File: config.mk
export PLATFORM = sky130hd
export DESIGN_NAME = pitch_glide_flat
export DESIGN_NICKNAME = d
export VERILOG_FILES = /design/src/rtl/pitch_glide_if.sv /design/src/rtl/pitch_glide.sv /design/src/flat_wrapper.sv
export SDC_FILE = /design/constraint.sdc
export NUM_CORES = 1
export LEC_CHECK = 0
export ABC_AREA = 1
export BUFFER_PORTS_ARGS = -buffer_cell sky130_fd_sc_hd__buf_2
export CORE_MARGIN = 2
export CORE_UTILIZATION = 35
export CTS_CLUSTER_SIZE = 8
export DETAILED_ROUTE_END_ITERATION = 10
export PLACE_DENSITY = 0.6
export SETUP_SLACK_MARGIN = 0.5
export SLEW_MARGIN = 20
export SYNTH_ARGS = -nofsm -noshare
export SYNTH_HDL_FRONTEND = slang
export SYNTH_SLANG_ARGS = --single-unit
export TNS_END_PERCENT = 1
File: constraint.sdc
create_clock -name clk -period 7.35 [get_ports clk]
set_clock_uncertainty 0.15 [all_clocks]
set_input_delay 2.205 -clock clk [delete_from_list [all_inputs] [get_ports clk]]
set_output_delay 2.205 -clock clk [all_outputs]
set_load 0.1 [all_outputs]
File: src/rtl/pitch_glide_if.sv
// Sequencer-to-oscillator tuning bus.
// Master drives note controls, slave returns tuning.
interface pitch_glide_if #(
    parameter int WIDTH    = 18,
    parameter int OCT_BITS = 2
);
    logic [3:0]          pitch;
    logic [OCT_BITS-1:0] octave;
    logic                glide_en;
    logic                glide_tick;
    logic [WIDTH-1:0]    tuning_increment;
    logic                gate;
    logic                settled;

    modport master (
        output pitch,
        output octave,
        output glide_en,
        output glide_tick,
        input  tuning_increment,
        input  gate,
        input  settled
    );

    modport slave (
        input  pitch,
        input  octave,
        input  glide_en,
        input  glide_tick,
        output tuning_increment,
        output gate,
        output settled
    );
endinterface

File: src/rtl/pitch_glide.sv
// Note index + octave to oscillator tuning value,
// with optional tick-paced portamento toward the target.
module pitch_glide #(
    parameter int WIDTH       = 18,
    parameter int OCT_BITS    = 2,
    parameter int GLIDE_SHIFT = 4
) (
    input  logic          clk,
    input  logic          rst,
    pitch_glide_if.slave  bus
);
    function automatic logic [15:0] base_of(
        input logic [3:0] p
    );
        case (p)
            4'd1:    base_of = 16'd30578;
            4'd2:    base_of = 16'd27242;
            4'd3:    base_of = 16'd24270;
            4'd4:    base_of = 16'd22908;
            4'd5:    base_of = 16'd20408;
            4'd6:    base_of = 16'd18182;
            4'd7:    base_of = 16'd16198;
            4'd8:    base_of = 16'd15289;
            4'd9:    base_of = 16'd13621;
            4'd10:   base_of = 16'd12135;
            4'd11:   base_of = 16'd11454;
            4'd12:   base_of = 16'd10204;
            4'd13:   base_of = 16'd9091;
            4'd14:   base_of = 16'd8099;
            4'd15:   base_of = 16'd7645;
            default: base_of = 16'd0;
        endcase
    endfunction

    logic [WIDTH-1:0] target;
    logic [WIDTH-1:0] tuning;
    logic             note_s1;
    logic             glide_s1;
    logic             gate_q;
    logic             had_note;

    logic [WIDTH-1:0] base_w;
    logic [WIDTH-1:0] shifted;
    logic [WIDTH:0]   diff;
    logic [WIDTH-1:0] mag;
    logic [WIDTH-1:0] step_raw;
    logic [WIDTH-1:0] step;
    logic [WIDTH-1:0] glided;

    assign base_w  = WIDTH'(base_of(bus.pitch));
    assign shifted = base_w >> bus.octave;

    // Signed distance to target and a clamped slew step.
    always_comb begin
        diff = {1'b0, target} - {1'b0, tuning};
        if (diff[WIDTH])
            mag = (~diff[WIDTH-1:0]) + 1'b1;
        else
            mag = diff[WIDTH-1:0];
        step_raw = mag >> GLIDE_SHIFT;
        step = step_raw;
        if (step_raw == '0)
            step = WIDTH'(1);
        if (step > mag)
            step = mag;
        if (diff[WIDTH])
            glided = tuning - step;
        else
            glided = tuning + step;
    end

    // Stage 1: latch target on notes; rests keep the old one.
    always_ff @(posedge clk) begin
        if (rst) begin
            target   <= '0;
            note_s1  <= 1'b0;
            glide_s1 <= 1'b0;
        end else begin
            if (bus.pitch != 4'd0)
                target <= shifted;
            note_s1  <= (bus.pitch != 4'd0);
            glide_s1 <= bus.glide_en;
        end
    end

    // Stage 2: gate, jump or slew; rests hold the tail.
    always_ff @(posedge clk) begin
        if (rst) begin
            tuning   <= '0;
            gate_q   <= 1'b0;
            had_note <= 1'b0;
        end else begin
            gate_q <= note_s1;
            if (!note_s1) begin
                had_note <= 1'b0;
            end else if (!glide_s1 || !had_note) begin
                tuning   <= target;
                had_note <= 1'b1;
            end else if (bus.glide_tick) begin
                tuning <= glided;
            end
        end
    end

    assign bus.tuning_increment = tuning;
    assign bus.gate             = gate_q;
    assign bus.settled          = (tuning == target);
endmodule

File: src/flat_wrapper.sv
// flat-port wrapper written by rule: the top's interface ports become plain ports
module pitch_glide_flat 
#(
    parameter int WIDTH       = 18,
    parameter int OCT_BITS    = 2,
    parameter int GLIDE_SHIFT = 4
)
  (clk, rst, bus_pitch, bus_octave, bus_glide_en, bus_glide_tick, bus_tuning_increment, bus_gate, bus_settled);
  pitch_glide_if #(.WIDTH(WIDTH), .OCT_BITS(OCT_BITS)) bus_i ();
  input  logic clk;
  input  logic rst;
  input wire logic [$bits(bus_i.pitch)-1:0] bus_pitch;
  input wire logic [$bits(bus_i.octave)-1:0] bus_octave;
  input wire logic [$bits(bus_i.glide_en)-1:0] bus_glide_en;
  input wire logic [$bits(bus_i.glide_tick)-1:0] bus_glide_tick;
  output wire logic [$bits(bus_i.tuning_increment)-1:0] bus_tuning_increment;
  output wire logic [$bits(bus_i.gate)-1:0] bus_gate;
  output wire logic [$bits(bus_i.settled)-1:0] bus_settled;
  assign bus_i.pitch = bus_pitch;
  assign bus_i.octave = bus_octave;
  assign bus_i.glide_en = bus_glide_en;
  assign bus_i.glide_tick = bus_glide_tick;
  assign bus_tuning_increment = bus_i.tuning_increment;
  assign bus_gate = bus_i.gate;
  assign bus_settled = bus_i.settled;
  pitch_glide #(.WIDTH(WIDTH), .OCT_BITS(OCT_BITS), .GLIDE_SHIFT(GLIDE_SHIFT)) u_core (.clk(clk), .rst(rst), .bus(bus_i));
endmodule
==> impl_metrics.tcl, run 1 <==
set metrics [dict create \
    synth-async-reset-ratio 0 \
    ir_drop_mv 0.172 \
    syn_area_sq_um 5600 \
    final_nets 1078 \
    syn2layout_area_growth_pct 25.9 \
    core_sq_um 15800 \
    start_util 0.355 \
    dp_slack_ps -86.7 \
    relSlewSlack 0.445 \
    core.rowCount 46 \
    synth_top_area_frac 0.176 \
    p_switching_mw 1.54 \
    min_period_ps 6730 \
    die_h_microns 131 \
    ant_nets 0 \
    finalNonFillerCells 1227 \
    internal_power_mw 1.34 \
    n_fill_cell 1693 \
    die_area_sq_um 17000 \
    outcome "complete, no violations" \
    cp_max_fo 8 \
    viasPerCell 4.95 \
    required_ps 7420 \
    cts_sinks 37 \
    finalHoldViolCount 0 \
    fmax_mhz 149 \
    crit_type "flop to flop" \
    synth.largest_area_cell "nand2_1" \
    drc 0 \
    track_usage 0.194 \
    wl_microns 16900 \
    seq_area_frac_synth 0.132 \
    crit_path_start_kind "flop" \
    crit_arrival_ps 6800 \
    tightestPinTransition_ps 831 \
    cts_buffers 5 \
    p_per_area_nw_per_um2 409 \
    drt_first_pass_iters 5 \
    drtIter0Drc 338 \
    antenna_cells 0 \
    fin_ws_ps 625 \
    dp_cells 1185 \
    grt_first_pass_wirelength_microns 26700 \
    clkLatencyLatePin_ps 290 \
    htree_levels 2 \
    grt_max_degree 33 \
    power_frac_clock 0.088 \
    port_buffers 29 \
    synthTopCellsByArea "nand2_1 18%, dfxtp_1 13%, ha_1 13%, inv_1 9.8%, nand3_1 5.7%" \
    yosys_warnings 0 \
    tritoncts "done" \
    leakage_nw 3.49 \
    dp_hpwl_microns 13200 \
    ys_types 48 \
    crit_slowest_cell "fa_2" \
    pwr-share-seq 0.081 \
    period_share 0.915 \
    slew_viol_final 0 \
    drive_above_1_share 0.272 \
    rsz0062_at_grt "yes" \
    clock-root-buffer "clkbuf_16" \
    die_x_microns 131 \
    comb_power_share 0.831 \
    setup_violations 0 \
    pin_count 30 \
    cts.path.max_buffers 2 \
    synth_edf_count 0 \
    routedWlPerCell_microns 13.8 \
    path_clk_slew_ps 70 \
    globalplace.congestion 0.945 \
    syn_area_per_cell_sq_um 5.87 \
    antenna_found_initial 0 \
    syn_nets 1022 \
    hold_path_class "flop to flop" \
    cap_violations 0 \
    grt_overflow 0 \
    synth_cells 954 \
    ys_ff_latch 37 \
    swShare 0.535 \
    synthFlopType "dfxtp_1" \
    crit_path_max_incr_delay_ps 570 \
    vias 6079 \
    critPathCaptureType "flop" \
    grt_pass1_vias 5542 \
]
layout by cell type, fill, tap and decap left out, types with 12 or more instances in the layout:
master | synthesis | routed
nand3_1 | 64 | 56
nand4_1 | 12 | 12
inv_2 | 10 | 19
inv_1 | 147 | 138
dfxtp_2 | 0 | 15
nor2_1 | 82 | 74
a21oi_2 | 3 | 16
buf_2 | 3 | 29
dfxtp_1 | 37 | 21
nand3_2 | 7 | 15
nand2_1 | 263 | 243
o21ai_0 | 56 | 47
nand2_2 | 30 | 48
xor2_1 | 24 | 12
buf_4 | 0 | 40
ha_1 | 56 | 39
a21oi_1 | 55 | 40
xor2_2 | 2 | 12
state kept, by name, indices dropped and copies added, names as in the netlist:
signal and count:
u_core.note_s1 1, u_core.target 15, u_core.had_note 1, u_core.bus.tuning_increment 18, u_core.glide_s1 1, u_core.bus.gate 1
worst paths after layout:
kind,start,to,slack [ps],cells after the start
setup / recovery,u_core.target[0]$_SDFFE_PP0P_,u_core.bus.tuning_increment[16]$_SDFFE_PP0P_,620,53
setup reg to reg,u_core.target[0]$_SDFFE_PP0P_,u_core.bus.tuning_increment[16]$_SDFFE_PP0P_,620,53
hold reg to reg,u_core.note_s1$_SDFF_PP0_,u_core.had_note$_SDFFE_PP0N_,330,2
hold / removal,u_core.note_s1$_SDFF_PP0_,u_core.had_note$_SDFFE_PP0N_,330,2
cells by family (layout without fill, tap and decap cells):
logic type	after synthesis	count (layout)	share of synthesized area
simple gates	490	491	0.396
buf+inv	184	240	0.129
compound gates	151	151	0.154
fa+ha+maj	58	58	0.132
flops	37	37	0.132
xor+xnor	32	32	0.0527
mux	2	2	0.00357
power by group through the flow:
stage / clock network [mW] / registers (mW) / logic [mW]
after CTS: 0.258 / 0.232 / 1.88
after floorplan: 0 / 0.277 / 1.29
after global routing: 0.265 / 0.235 / 2.64
final: 0.253 / 0.233 / 2.40
after detailed placement: 0 / 0.236 / 1.72
after global placement: 0 / 0.236 / 1.72
layout make-up:
| cell class | count | area, sq um | share of cell area |
|---|---|---|---|
| multi-input cells | 734 | 4770 | 0.676 |
| flip-flops and latches | 37 | 763 | 0.108 |
| inverters | 160 | 601 | 0.0851 |
| repair buffers | 72 | 479 | 0.0679 |
| well taps | 216 | 270 | 0.0383 |
| clock buffers | 5 | 125 | 0.0177 |
| clock inverters | 3 | 45.0 | 0.00638 |
Yosys cell counts, types with 5 or more instances:
cell      count
nand2_1     263
inv_1       147
nor2_1       82
nand3_1      64
ha_1         56
o21ai_0      56
a21oi_1      55
dfxtp_1      37
nand2_2      30
xor2_1       24
clkbuf_1     16
nand4_1      12
inv_2        10
nand3_2       7
a211oi_1      6
nor2_2        6
xnor2_1       6
nand3b_1      5
o221ai_1      5
routing by layer:
| metal | vias to the layer above | global-route usage | wire [microns] |
|---|---|---|---|
| met5 | - | 0 | 0 |
| met4 | 0 | 0.0563 | 424 |
| met3 | 35 | 0.0118 | 427 |
| met2 | 119 | 0.326 | 8100 |
| met1 | 2763 | 0.269 | 7950 |
| li1 | 3162 | - | - |
what timing repair did:
| item | in CTS | in global routing |
|---|---|---|
| hold buffers | 0 | 0 |
| resized for setup | 27 | 112 |
| endpoints found under the setup margin | 8 | 10 |
| pin swaps | 17 | 65 |
| setup buffers | 11 | 22 |
| gates cloned | 1 | 0 |
worst max-delay path, delay by kind of cell, from the launching register on:
| kind | cells | cell delay (ps) |
|---|---|---|
| AO/OA/AOI/OAI | 10 | 1390 |
| adder cells (fa/ha/maj) | 5 | 1320 |
| XOR/XNOR | 1 | 210 |
| buffers and inverters | 9 | 720 |
| AND/OR/NAND/NOR | 28 | 2530 |
| flip-flops | 1 | 330 |
per-stage QoR:
| step | power [mW] | cell area [sq um] | utilization | setup TNS (ps) | hold slack, ps |
|---|---|---|---|---|---|
| 4_1_cts | 2.37 | 6380 | 0.404 | 0 | 333 |
| 2_1_floorplan | 1.57 | 5630 | - | 0 | 274 |
| 3_3_place_gp | 1.96 | 6000 | 0.380 | 0 | 312 |
| 5_1_grt | 3.14 | 7060 | 0.447 | 0 | 356 |
| 3_5_place_dp | 1.96 | 6000 | 0.380 | -86.7 | 322 |
| 6_report | 2.88 | 7060 | 0.447 | 0 | 329 |
Power figures use the tool's default switching activity.
==> run 2: changes to the inputs <==
--- a/config.mk
+++ b/config.mk
@@ -7,11 +7,13 @@
 export LEC_CHECK = 0
 export ABC_AREA = 1
 export BUFFER_PORTS_ARGS = -buffer_cell sky130_fd_sc_hd__buf_2
+export CELL_PAD_IN_SITES_DETAIL_PLACEMENT = 0
+export CELL_PAD_IN_SITES_GLOBAL_PLACEMENT = 2
 export CORE_MARGIN = 2
-export CORE_UTILIZATION = 35
+export CORE_UTILIZATION = 34
 export CTS_CLUSTER_SIZE = 8
 export DETAILED_ROUTE_END_ITERATION = 10
-export PLACE_DENSITY = 0.6
+export PLACE_DENSITY = 0.92
 export SETUP_SLACK_MARGIN = 0.5
 export SLEW_MARGIN = 20
 export SYNTH_ARGS = -nofsm -noshare
==> impl_metrics.tcl, run 2 (same netlist as run 1, synthesis figures left out) <==
set metrics [dict create \
    drive_above_1_share 0.286 \
    crit_arrival_ps 6720 \
    cts.path.max_buffers 2 \
    core.rowCount 46 \
    layout_commonest_cell "nand2_1" \
    setup_tns_ps 0 \
    pin_count 30 \
    finalHoldViolCount 0 \
    crit_slowest_cell "fa_2" \
    ir_drop_mv 0.184 \
    grt_first_pass_wirelength_microns 28400 \
    period_share 0.904 \
    cts_sinks 37 \
    rsz0062_at_grt "yes" \
    viasPerCell 4.91 \
    required_ps 7420 \
    htree_levels 2 \
    die_x_microns 132 \
    outcome "complete, no violations" \
    cap_violations 0 \
    cts_buffers 5 \
    core_sq_um 16000 \
    whs_endpoint "u_core.bus.gate$_SDFF_PP0_" \
    wl_microns 17900 \
    leakage_nw 3.52 \
    grt_max_degree 33 \
    antenna_cells 0 \
    r2r_setup_slack_ps 710 \
    critPathCaptureType "flop" \
    hold_path_class "flop to flop" \
    fmax_mhz 151 \
    cts_hold_buffers 0 \
    worst_path_most_repeated_cell "nand2_2" \
    globalplace.congestion 0.885 \
    final_nets 1082 \
    grt_pass1_vias 5666 \
    dp_hpwl_microns 14200 \
    drtIter0Drc 307 \
    crit_type "flop to flop" \
    r2r_cells 41 \
    setup_violations 0 \
    largest_reg_flops 18 \
    antenna_found_initial 0 \
    path_clk_slew_ps 60 \
    final_cell_mix "238 x nand2_1, 137 x inv_1, 64 x nor2_1, 57 x nand3_1, 47 x nand2_2" \
    dp_cells 1190 \
    ant_nets 0 \
    clock-root-buffer "clkbuf_16" \
    r2r-end "u_core.bus.tuning_increment[17]$_SDFFE_PP0P_" \
    drc 0 \
    slew_viol_final 0 \
    port_buffers 29 \
    cp_max_fo 8 \
    die_h_microns 132 \
    drt_first_pass_iters 4 \
    relSlewSlack 0.380 \
    vias 6044 \
    tritoncts "done" \
    grt_overflow 0 \
    worstHoldStart "u_core.note_s1$_SDFF_PP0_" \
    r2r_start "u_core.target[0]$_SDFFE_PP0P_" \
    tightestPinTransition_ps 928 \
    routedWlPerCell_microns 14.5 \
    track_usage 0.198 \
    crit_path_max_incr_delay_ps 600 \
    clkLatencyLatePin_ps 290 \
    hold_depth 2 \
    min_period_ps 6640 \
    crit_path_start_kind "flop" \
    die_area_sq_um 17500 \
    start_util 0.350 \
    p_per_area_nw_per_um2 408 \
    syn2layout_area_growth_pct 26.3 \
    finalNonFillerCells 1231 \
]
==> run 2: how the worst max path moves through the flow <==
stage,start,end,slack [ps],cells past startpoint
floorplan,u_core.bus.tuning_increment[3]$_SDFFE_PP0P_,u_core.bus.tuning_increment[16]$_SDFFE_PP0P_,540,51
global placement,u_core.target[0]$_SDFFE_PP0P_,u_core.bus.tuning_increment[16]$_SDFFE_PP0P_,60,53
detailed placement,u_core.target[0]$_SDFFE_PP0P_,u_core.bus.tuning_increment[16]$_SDFFE_PP0P_,30,53
CTS,u_core.target[0]$_SDFFE_PP0P_,u_core.bus.tuning_increment[16]$_SDFFE_PP0P_,530,49
global route,u_core.target[0]$_SDFFE_PP0P_,u_core.bus.tuning_increment[16]$_SDFFE_PP0P_,320,49
finish,u_core.target[0]$_SDFFE_PP0P_,u_core.bus.tuning_increment[17]$_SDFFE_PP0P_,710,41
==> run 2: repair_timing <==
item	CTS	global route
gates resized for setup	25	133
setup buffers	8	24
endpoints found under the setup margin	8	9
cloned	1	0
pin swaps	12	72
==> run 2: metrics by stage <==
stage	power (mW)	utilization	hold WS, ps	setup WS, ps	area [sq um]
finish	2.88	0.442	326	707	7080
global route	3.13	0.442	354	319	7080
CTS	2.38	0.399	331	525	6380
detailed placement	1.99	0.377	323	27.5	6040
global placement	2.00	0.377	313	58.1	6040
floorplan	1.57	-	274	537	5630
==> run 2: worst max-delay path, delay by kind of cell, from the launching register on <==
family / cells / cell delay, ps
compound gates: 9 / 1590
xor+xnor: 2 / 460
fa+ha+maj: 5 / 1440
buf+inv: 6 / 510
flops: 1 / 330
simple gates: 19 / 2120
==> run 2: cell type report <==
class	count	area (sq um)
fillers	1780	8920
multi-input cells	734	4730
flip-flops and latches	37	763
inverters	160	606
repair buffers	76	513
well taps	216	270
clock buffers	6	150
clock inverters	2	38.8
==> run 2: power breakdown <==
| group | total (mW) | leakage (nW) | switching [mW] | internal [mW] |
|---|---|---|---|---|
| Combinational | 2.38 | 3.11 | 1.43 | 0.946 |
| Sequential | 0.232 | 0.312 | 0.0158 | 0.217 |
| Clock | 0.272 | 0.0926 | 0.0902 | 0.182 |
==> run 2: per-layer routing <==
metal,GRT usage,wire (microns),up-vias
li1,-,-,3179
met1,0.265,8430,2763
met2,0.354,8700,78
met3,0.0104,360,24
met4,0.0400,369,0
met5,0,0,-
